--- src/rtl/wb_commit_stage_pkg.sv ---
// Shared defaults and helpers for the multi-lane commit stage.
// Lane layout is {gr_we, dest, result, pc}, msb to lsb.
package wb_commit_stage_pkg;

    localparam int WS_LANES  = 2;
    localparam int WS_DEPTH  = 4;
    localparam int WS_DATA_W = 32;
    localparam int WS_PC_W   = 32;
    localparam int WS_REG_AW = 5;

    function automatic int unsigned popcnt(input logic [31:0] m);
        int unsigned n;
        n = 0;
        for (int i = 0; i < 32; i++) begin
            n += 32'(m[i]);
        end
        return n;
    endfunction

endpackage

--- src/rtl/wb_commit_buf.sv ---
// In-order commit buffer: multi-write at tail, single pop at head,
// entries exposed rotated so index 0 is always the oldest.
module wb_commit_buf
    import wb_commit_stage_pkg::*;
#(
    parameter  int LANES  = WS_LANES,
    parameter  int DEPTH  = WS_DEPTH,
    parameter  int ENT_W  = 70,
    parameter  int VIEW_W = 38,
    localparam int PTR_W  = (DEPTH > 1) ? $clog2(DEPTH) : 1,
    localparam int CNT_W  = $clog2(DEPTH + 1)
) (
    input  logic                    clk,
    input  logic                    resetn,
    input  logic                    wr_en,
    input  logic [LANES-1:0]        wr_mask,
    input  logic [LANES*ENT_W-1:0]  wr_data,
    output logic [CNT_W-1:0]        count,
    output logic [ENT_W-1:0]        head_ent,
    output logic [DEPTH-1:0]        ent_valid,
    output logic [DEPTH*VIEW_W-1:0] ent_view
);

    logic [ENT_W-1:0] mem [DEPTH];
    logic [PTR_W-1:0] head;
    logic [PTR_W-1:0] tail;
    logic [CNT_W-1:0] wr_cnt;
    logic             rd_en;
    logic [ENT_W-1:0] ent;

    assign rd_en  = (count != '0);
    assign wr_cnt = wr_en ? CNT_W'(popcnt(32'(wr_mask))) : '0;

    always_ff @(posedge clk or negedge resetn) begin
        if (!resetn) begin
            head  <= '0;
            tail  <= '0;
            count <= '0;
        end else begin
            head  <= head + PTR_W'(rd_en);
            tail  <= tail + PTR_W'(wr_cnt);
            count <= count + wr_cnt - CNT_W'(rd_en);
        end
    end

    // Payload needs no reset: validity is carried by count alone.
    always_ff @(posedge clk) begin
        for (int j = 0; j < LANES; j++) begin
            if (wr_en && wr_mask[j]) begin
                mem[tail + PTR_W'(j)] <= wr_data[j*ENT_W +: ENT_W];
            end
        end
    end

    assign head_ent = mem[head];

    always_comb begin
        ent_valid = '0;
        ent_view  = '0;
        ent       = '0;
        for (int i = 0; i < DEPTH; i++) begin
            ent          = mem[head + PTR_W'(i)];
            ent_valid[i] = CNT_W'(i) < count;
            ent_view[i*VIEW_W +: VIEW_W] = ent[ENT_W-1 -: VIEW_W];
        end
    end

endmodule

--- src/rtl/wb_commit_stage.sv ---
// Multi-lane writeback: buffers MEM results, retires one per cycle
// in order, and publishes pending results to decode by age.
module wb_commit_stage
    import wb_commit_stage_pkg::*;
#(
    parameter  int LANES  = WS_LANES,
    parameter  int DEPTH  = WS_DEPTH,
    parameter  int DATA_W = WS_DATA_W,
    parameter  int PC_W   = WS_PC_W,
    parameter  int REG_AW = WS_REG_AW,
    localparam int LANE_W = 1 + REG_AW + DATA_W + PC_W,
    localparam int RF_W   = 1 + REG_AW + DATA_W
) (
    input  logic                    clk,
    input  logic                    resetn,
    output logic                    ws_allowin,
    input  logic [LANES-1:0]        ms_to_ws_valid,
    input  logic [LANES*LANE_W-1:0] ms_to_ws_bus,
    output logic [RF_W-1:0]         ws_to_rf_bus,
    output logic                    ws_to_ds_valid,
    output logic [DEPTH-1:0]        ws_fwd_valid,
    output logic [DEPTH*REG_AW-1:0] ws_fwd_dest,
    output logic [DEPTH*DATA_W-1:0] ws_fwd_data,
    output logic [PC_W-1:0]         debug_wb_pc,
    output logic [3:0]              debug_wb_rf_we,
    output logic [REG_AW-1:0]       debug_wb_rf_wnum,
    output logic [DATA_W-1:0]       debug_wb_rf_wdata
);

    localparam int CNT_W = $clog2(DEPTH + 1);

    logic [CNT_W-1:0]        count;
    logic [LANE_W-1:0]       head_ent;
    logic [DEPTH-1:0]        ent_valid;
    logic [DEPTH*RF_W-1:0]   ent_view;
    logic [LANES-1:0]        enq_mask;
    logic                    run;
    logic                    enq;
    logic                    head_vld;
    logic                    head_we;
    logic [RF_W-1:0]         v;

    // Keep only the contiguous prefix of valid lanes.
    always_comb begin
        enq_mask = '0;
        run      = 1'b1;
        for (int j = 0; j < LANES; j++) begin
            run         = run & ms_to_ws_valid[j];
            enq_mask[j] = run;
        end
    end

    assign ws_allowin = count <= CNT_W'(DEPTH - LANES);
    assign enq        = ws_allowin & ms_to_ws_valid[0];

    wb_commit_buf #(
        .LANES  (LANES),
        .DEPTH  (DEPTH),
        .ENT_W  (LANE_W),
        .VIEW_W (RF_W)
    ) u_buf (
        .clk       (clk),
        .resetn    (resetn),
        .wr_en     (enq),
        .wr_mask   (enq_mask),
        .wr_data   (ms_to_ws_bus),
        .count     (count),
        .head_ent  (head_ent),
        .ent_valid (ent_valid),
        .ent_view  (ent_view)
    );

    assign head_vld = ent_valid[0];
    assign head_we  = head_vld & head_ent[LANE_W-1];

    assign ws_to_ds_valid = head_vld;
    assign ws_to_rf_bus   = head_vld ?
        {head_we, head_ent[LANE_W-2:PC_W]} : '0;

    assign debug_wb_pc       = head_vld ? head_ent[PC_W-1:0] : '0;
    assign debug_wb_rf_we    = {4{head_we}};
    assign debug_wb_rf_wnum  = head_vld ?
        head_ent[PC_W+DATA_W +: REG_AW] : '0;
    assign debug_wb_rf_wdata = head_vld ?
        head_ent[PC_W +: DATA_W] : '0;

    always_comb begin
        ws_fwd_valid = '0;
        ws_fwd_dest  = '0;
        ws_fwd_data  = '0;
        v            = '0;
        for (int i = 0; i < DEPTH; i++) begin
            v = ent_view[i*RF_W +: RF_W];
            if (ent_valid[i]) begin
                ws_fwd_valid[i] = v[RF_W-1] &
                                  (v[DATA_W +: REG_AW] != '0);
                ws_fwd_dest[i*REG_AW +: REG_AW] = v[DATA_W +: REG_AW];
                ws_fwd_data[i*DATA_W +: DATA_W] = v[DATA_W-1:0];
            end
        end
    end

endmodule

--- config.mk ---
export PLATFORM = sky130hd
export DESIGN_NAME = wb_commit_stage
export DESIGN_NICKNAME = d
export VERILOG_FILES = /design/src/rtl/wb_commit_stage_pkg.sv /design/src/rtl/wb_commit_buf.sv /design/src/rtl/wb_commit_stage.sv
export SDC_FILE = /design/constraint.sdc
export NUM_CORES = 1
export LEC_CHECK = 0
export BUFFER_PORTS_ARGS = -buffer_cell sky130_fd_sc_hd__buf_2
export CAP_MARGIN = 20
export CELL_PAD_IN_SITES_DETAIL_PLACEMENT = 2
export CELL_PAD_IN_SITES_GLOBAL_PLACEMENT = 2
export CORE_MARGIN = 4
export CORE_UTILIZATION = 36
export CTS_CLUSTER_SIZE = 10
export DETAILED_ROUTE_END_ITERATION = 8
export PLACE_DENSITY = 0.75
export RECOVER_POWER = 25
export SLEW_MARGIN = 20
export SYNTH_ARGS = -nofsm -noshare
export SYNTH_HDL_FRONTEND = slang
export SYNTH_HIERARCHICAL = 1
export SYNTH_SLANG_ARGS = --single-unit
export TNS_END_PERCENT = 100
--- constraint.sdc ---
create_clock -name clk -period 6.1 [get_ports clk]
set_input_delay 0.61 -clock clk [delete_from_list [all_inputs] [get_ports clk]]
set_output_delay 0.61 -clock clk [all_outputs]
set_load 0.01 [all_outputs]
# Yosys cells after proc, flatten, opt, wreduce, memory -nomap -nowiden
# Memories as Yosys holds them, arrays and structs flattened.
# Cells that the tools add are included.
totals:
  wordCells: 51
  input_bits: 144
  out_inout_bits: 265
  ramBits: 280
  ff_bits: 7
  n_memories: 1
memory_table:
  columns: ["name", "depth", "width", "rd", "rd_ports_with_merged_regs", "write_ports", "line_no", "rtl"]
  rows:
  - ["u_buf.mem", 4, 70, 4, 0, 2, "wb_commit_buf.sv:24", "logic [ENT_W-1:0] mem [DEPTH];"]
classes:
  reduce_logical: 7
  n_bitwise: 7
  mux: 19
  add_sub_neg: 9
  magnitude_cmp: 5
ops:
  columns: ["cell", "count"]
  rows:
  - ["$mux 32", 5]
  - ["$mux 38", 1]
  - ["$mux 5", 4]
  - ["$reduce_bool 5->1", 4]
  - ["$mux 1", 8]
  - ["$and 1x1->1", 7]
  - ["$lt 1x3->1 const A", 2]
  - ["$lt 2x3->1 const A", 2]
  - ["$add 2x1->2 const B", 2]
  - ["$add 2x2->2 const B", 2]
  - ["$add 3x3->3", 1]
  - ["$le 3x2->1 const B", 1]
  - ["$mux 3", 1]
  - ["$reduce_bool 3->1", 1]
  - ["$sub 3x1->3", 1]
  - ["$add 1x1->2", 1]
  - ["$add 2x1->2", 1]
  - ["$add 2x2->2", 1]
  - ["$logic_and 1x1->1", 2]

# Logic depth before layout (Yosys ltp)
depth:
  depth_word: 5
  mapped_depth: 10

# Hierarchy
# Netlist, hierarchy kept.
modules_own_cells:
  columns: ["module", "instances", "area_per_inst_um2", "cells_each"]
  rows:
  - ["wb_commit_buf", 1, 17402.9, 902]
  - ["wb_commit_stage", 1, 1868.0, 294]

# Least setup slack after synthesis
# OpenSTA, ideal clock, no wires.
synth_path:
  path_type: "input -> register"
  from: "input ms_to_ws_valid[0]"
  to: "memory u_buf.mem[0][0], enable pin"
  n_path_buf: 0
  t_required_ps: 5495
  setup_slack_ps: -652
  t_arrival_ps: 6147
  stages: 2
  cell_sequence: "or3b_2 a21boi_0"
synth_lines:
  columns: ["item", "line_no", "rtl"]
  rows:
  - ["start, declared", "wb_commit_stage.sv:17", "input logic [LANES-1:0] ms_to_ws_valid,"]
  - ["end, declared", "wb_commit_buf.sv:24", null]

==> flow_metrics.tcl <==
set metrics [dict create \
    fp.dieW_um 239.4 \
    netlist-cell-type-count 38 \
    tns_ns 0 \
    dp_hpwl_mm 40.50 \
    cts_buffer_depth 3 \
    drive_gt1_share_pct 62.13 \
    worstPathRequired_ns 6.19 \
    leakagePower_nw 8.201 \
    dp.cells 2132 \
    clock_skew_ns 0.02192 \
    synth_top_cell_area_share_pct 43.63 \
    drcViolationCount 0 \
    tightest_slew_ns 2.650 \
    synth.area.top_cells "edfxtp_1 (44%), mux4_2 (22%), mux2_2 (12%)" \
    power.internal_mw 6.268 \
    htree_levels 2 \
    die_height_um 239.4 \
    rows 84 \
    syn_avg_cell_area_sq_um 16.11 \
    rsz0062_at_grt "false" \
    clkPwrFrac_pct 19.2 \
    ant_nets 0 \
    fin_crit_ns 4.909 \
    fin_cells 2199 \
    worst_r2r_endpoint "u_buf/mem[1][2]" \
    postCtsResizedCells 0 \
    cp_max_fo 44 \
    utilization_pct 41.87 \
    worstPathArrival_ns 5.00 \
    ff2ff_path_depth 4 \
    cts_tree "done" \
    most-common-layout-cells "buf_2 (404), edfxtp_1 (280), and2_1 (214)" \
    numPortBuffers 408 \
    ys.warnings.count 6 \
    vias 11969 \
    antenna_found_initial 20 \
    drt_first_pass_iters 4 \
    maxSlewHeadroom_pct -76.65 \
    violations "capacitance limit, slew limit" \
    whs_ns 0.4129 \
    grt-busiest-layer "met2" \
    grt-ovfl-total 0 \
    layout.nets 1633 \
    clock_latency_ns 0.54 \
    cts-root-buf "clkbuf_16" \
    power_frac_comb_pct 54.3 \
    routed_via_density 5.443 \
    whs_endpoint "u_buf/mem[1][55]" \
    finalWirelength_mm 60.10 \
    numCtsBuffers 37 \
    path_class "flip-flop to flip-flop" \
    grt_pass1_vias 13186 \
    grtUsageMet3_pct 5.446 \
    synth_cells 1196 \
    endpoint_kind "flip-flop" \
    drtIter0Drc 616 \
    clk_pin_slew_ns 0.06 \
    hold_depth 2 \
    r2r-start "u_buf/count[2]" \
    grt_pass1_wl_mm 88.46 \
    areaGrowthSynthToFinish_pct 14.62 \
    netSwitchingFraction_pct 38.87 \
    p_sw_mw 3.986 \
    synth_area_sq_um 19270 \
    drv_slew 150 \
    layout_commonest_cell "buf_2" \
    yosysTopAreaCell "edfxtp_1" \
    p_total_mw 10.25 \
    use_met2_pct 36.50 \
    setup_violations 0 \
    ys_ff_latch 287 \
    ys_seq_area_share_pct 44.54 \
    place.gp.congestion 0.7826 \
    power_density_nw_per_um2 464.2 \
    peakVddDrop_uv 303.3 \
    timing.final.crit_share_pct 80.48 \
    grt_util_all_layers_pct 20.48 \
    min_from "ms_to_ws_bus[125]" \
    status "complete, but fails checks" \
    critPathLaunchType "flip-flop" \
    rrSetupSlack_ns 1.19 \
    finalHoldViolCount 0 \
    maxCapViolations 4 \
    die_area_sq_um 57300 \
    core_region_area_sq_um 52760 \
    initial_core_util_pct 36.53 \
    wl_per_cell_um 27.33 \
    grt_util_met1_pct 25.23 \
    hp-class "primary input to flip-flop" \
    fmax_ghz 0.2037 \
    cts_sinks 287 \
    grt_max_degree 128 \
    ios 409 \
    pwr-share-seq_pct 26.5 \
    synth_nets 1345 \
]
sequential cells by signal, summed over array words and instances (netlist names):
signal / flops
u_buf/mem: 280
u_buf/count: 3
u_buf/head: 2
u_buf/tail: 2
per-layer routing:
metal  share of wire [%]  vias up
met5                0.32        -
met4                 1.5       28
met3                 6.4       85
met2                  52      369
met1                  40     6287
li1                    -     5200
cells in the mapped netlist:
| cell | count |
|---|---|
| nor3b_1 | 1 |
| nand3_1 | 1 |
| nand4b_2 | 1 |
| buf_12 | 7 |
| ha_1 | 4 |
| a21o_1 | 1 |
| or2_2 | 1 |
| nand3b_1 | 2 |
| edfxtp_1 | 280 |
| xnor2_1 | 5 |
| buf_2 | 36 |
| nor3_1 | 1 |
| or3b_2 | 1 |
| o31ai_1 | 1 |
| xor2_1 | 2 |
| and2_2 | 4 |
| inv_1 | 4 |
| dfrtp_1 | 7 |
| clkbuf_1 | 13 |
| nand4_2 | 1 |
| mux4_2 | 184 |
| buf_4 | 104 |
| fa_1 | 1 |
| a21boi_0 | 2 |
| nor2_1 | 2 |
| clkbuf_2 | 1 |
| mux2_4 | 70 |
| mux2_2 | 204 |
| and4bb_1 | 1 |
| or3_1 | 4 |
| buf_6 | 18 |
| nand4b_4 | 1 |
| nand2_1 | 2 |
| mux2i_1 | 1 |
| mux2_1 | 6 |
| a21oi_1 | 1 |
| and2_1 | 217 |
| o311a_1 | 4 |
how the worst max path moves through the flow:
stage	cells after the start	endpoint	start	slack, ns
after floorplan	2	u_buf/mem[0][0]	ms_to_ws_valid[0]	1.19
after global placement	5	u_buf/mem[1][30]	u_buf/count[2]	2.37
after detailed placement	5	ws_to_rf_bus[35]	u_buf/count[2]	2.25
after CTS	5	ws_to_rf_bus[35]	u_buf/count[2]	1.66
after global routing	4	u_buf/mem[1][2]	u_buf/count[2]	0.82
final	4	u_buf/mem[1][2]	u_buf/count[2]	1.19
cell type report:
| type | count | area [sq um] |
|---|---|---|
| clock buffers | 49 | 1013 |
| fillers | 5168 | 30670 |
| clock inverters | 11 | 50.05 |
| flip-flops and latches | 287 | 8587 |
| repair buffers | 428 | 2202 |
| multi-input cells | 726 | 9344 |
| inverters | 4 | 16.27 |
| diodes | 6 | 15.01 |
| well taps | 688 | 860.8 |
what timing repair did:
action,in CTS,in global routing
setup buffers,0,0
endpoints found under the hold margin,7,0
hold buffers,1,0
metrics by stage:
stage                     setup WS (ns)  cell area (sq um)
after floorplan                   1.195              19280
after global placement            2.365              21060
after detailed placement          2.255              21060
after CTS                         1.657              22130
after global routing             0.8152              22080
final                             1.191              22090
worst max-delay path, stage by stage, from the launching register on:
cell	delay [ns]
dfrtp_1	1.08
a21oi_1	0.45
and2_0	0.64
nor3b_1	0.34
clkbuf_1	1.92
power by group through the flow:
stage	Sequential (mW)	Combinational [mW]	Clock, mW
5_1_grt	2.76	6.00	2.12
6_report	2.72	5.56	1.97
4_1_cts	2.73	5.71	2.03
3_3_place_gp	2.74	5.60	0
3_5_place_dp	2.77	5.69	0
2_1_floorplan	2.52	4.29	0
cells by family (layout without fill, tap and decap cells):
kind of cell             after synthesis  count (layout)  synth area share (%)
multiplexers                         465             465                 39.28
AND/OR/NAND/NOR                      240             240                 7.986
buffers and inverters                183             492                 7.122
flip-flops                           287             287                 44.54
adder cells (fa/ha/maj)                5               5                0.3636
XOR/XNOR                               7               7                0.3181
other                                  0               6                     0
AO/OA/AOI/OAI                          9               9                0.3895
No activity file was read; power rests on OpenSTA's default activity.
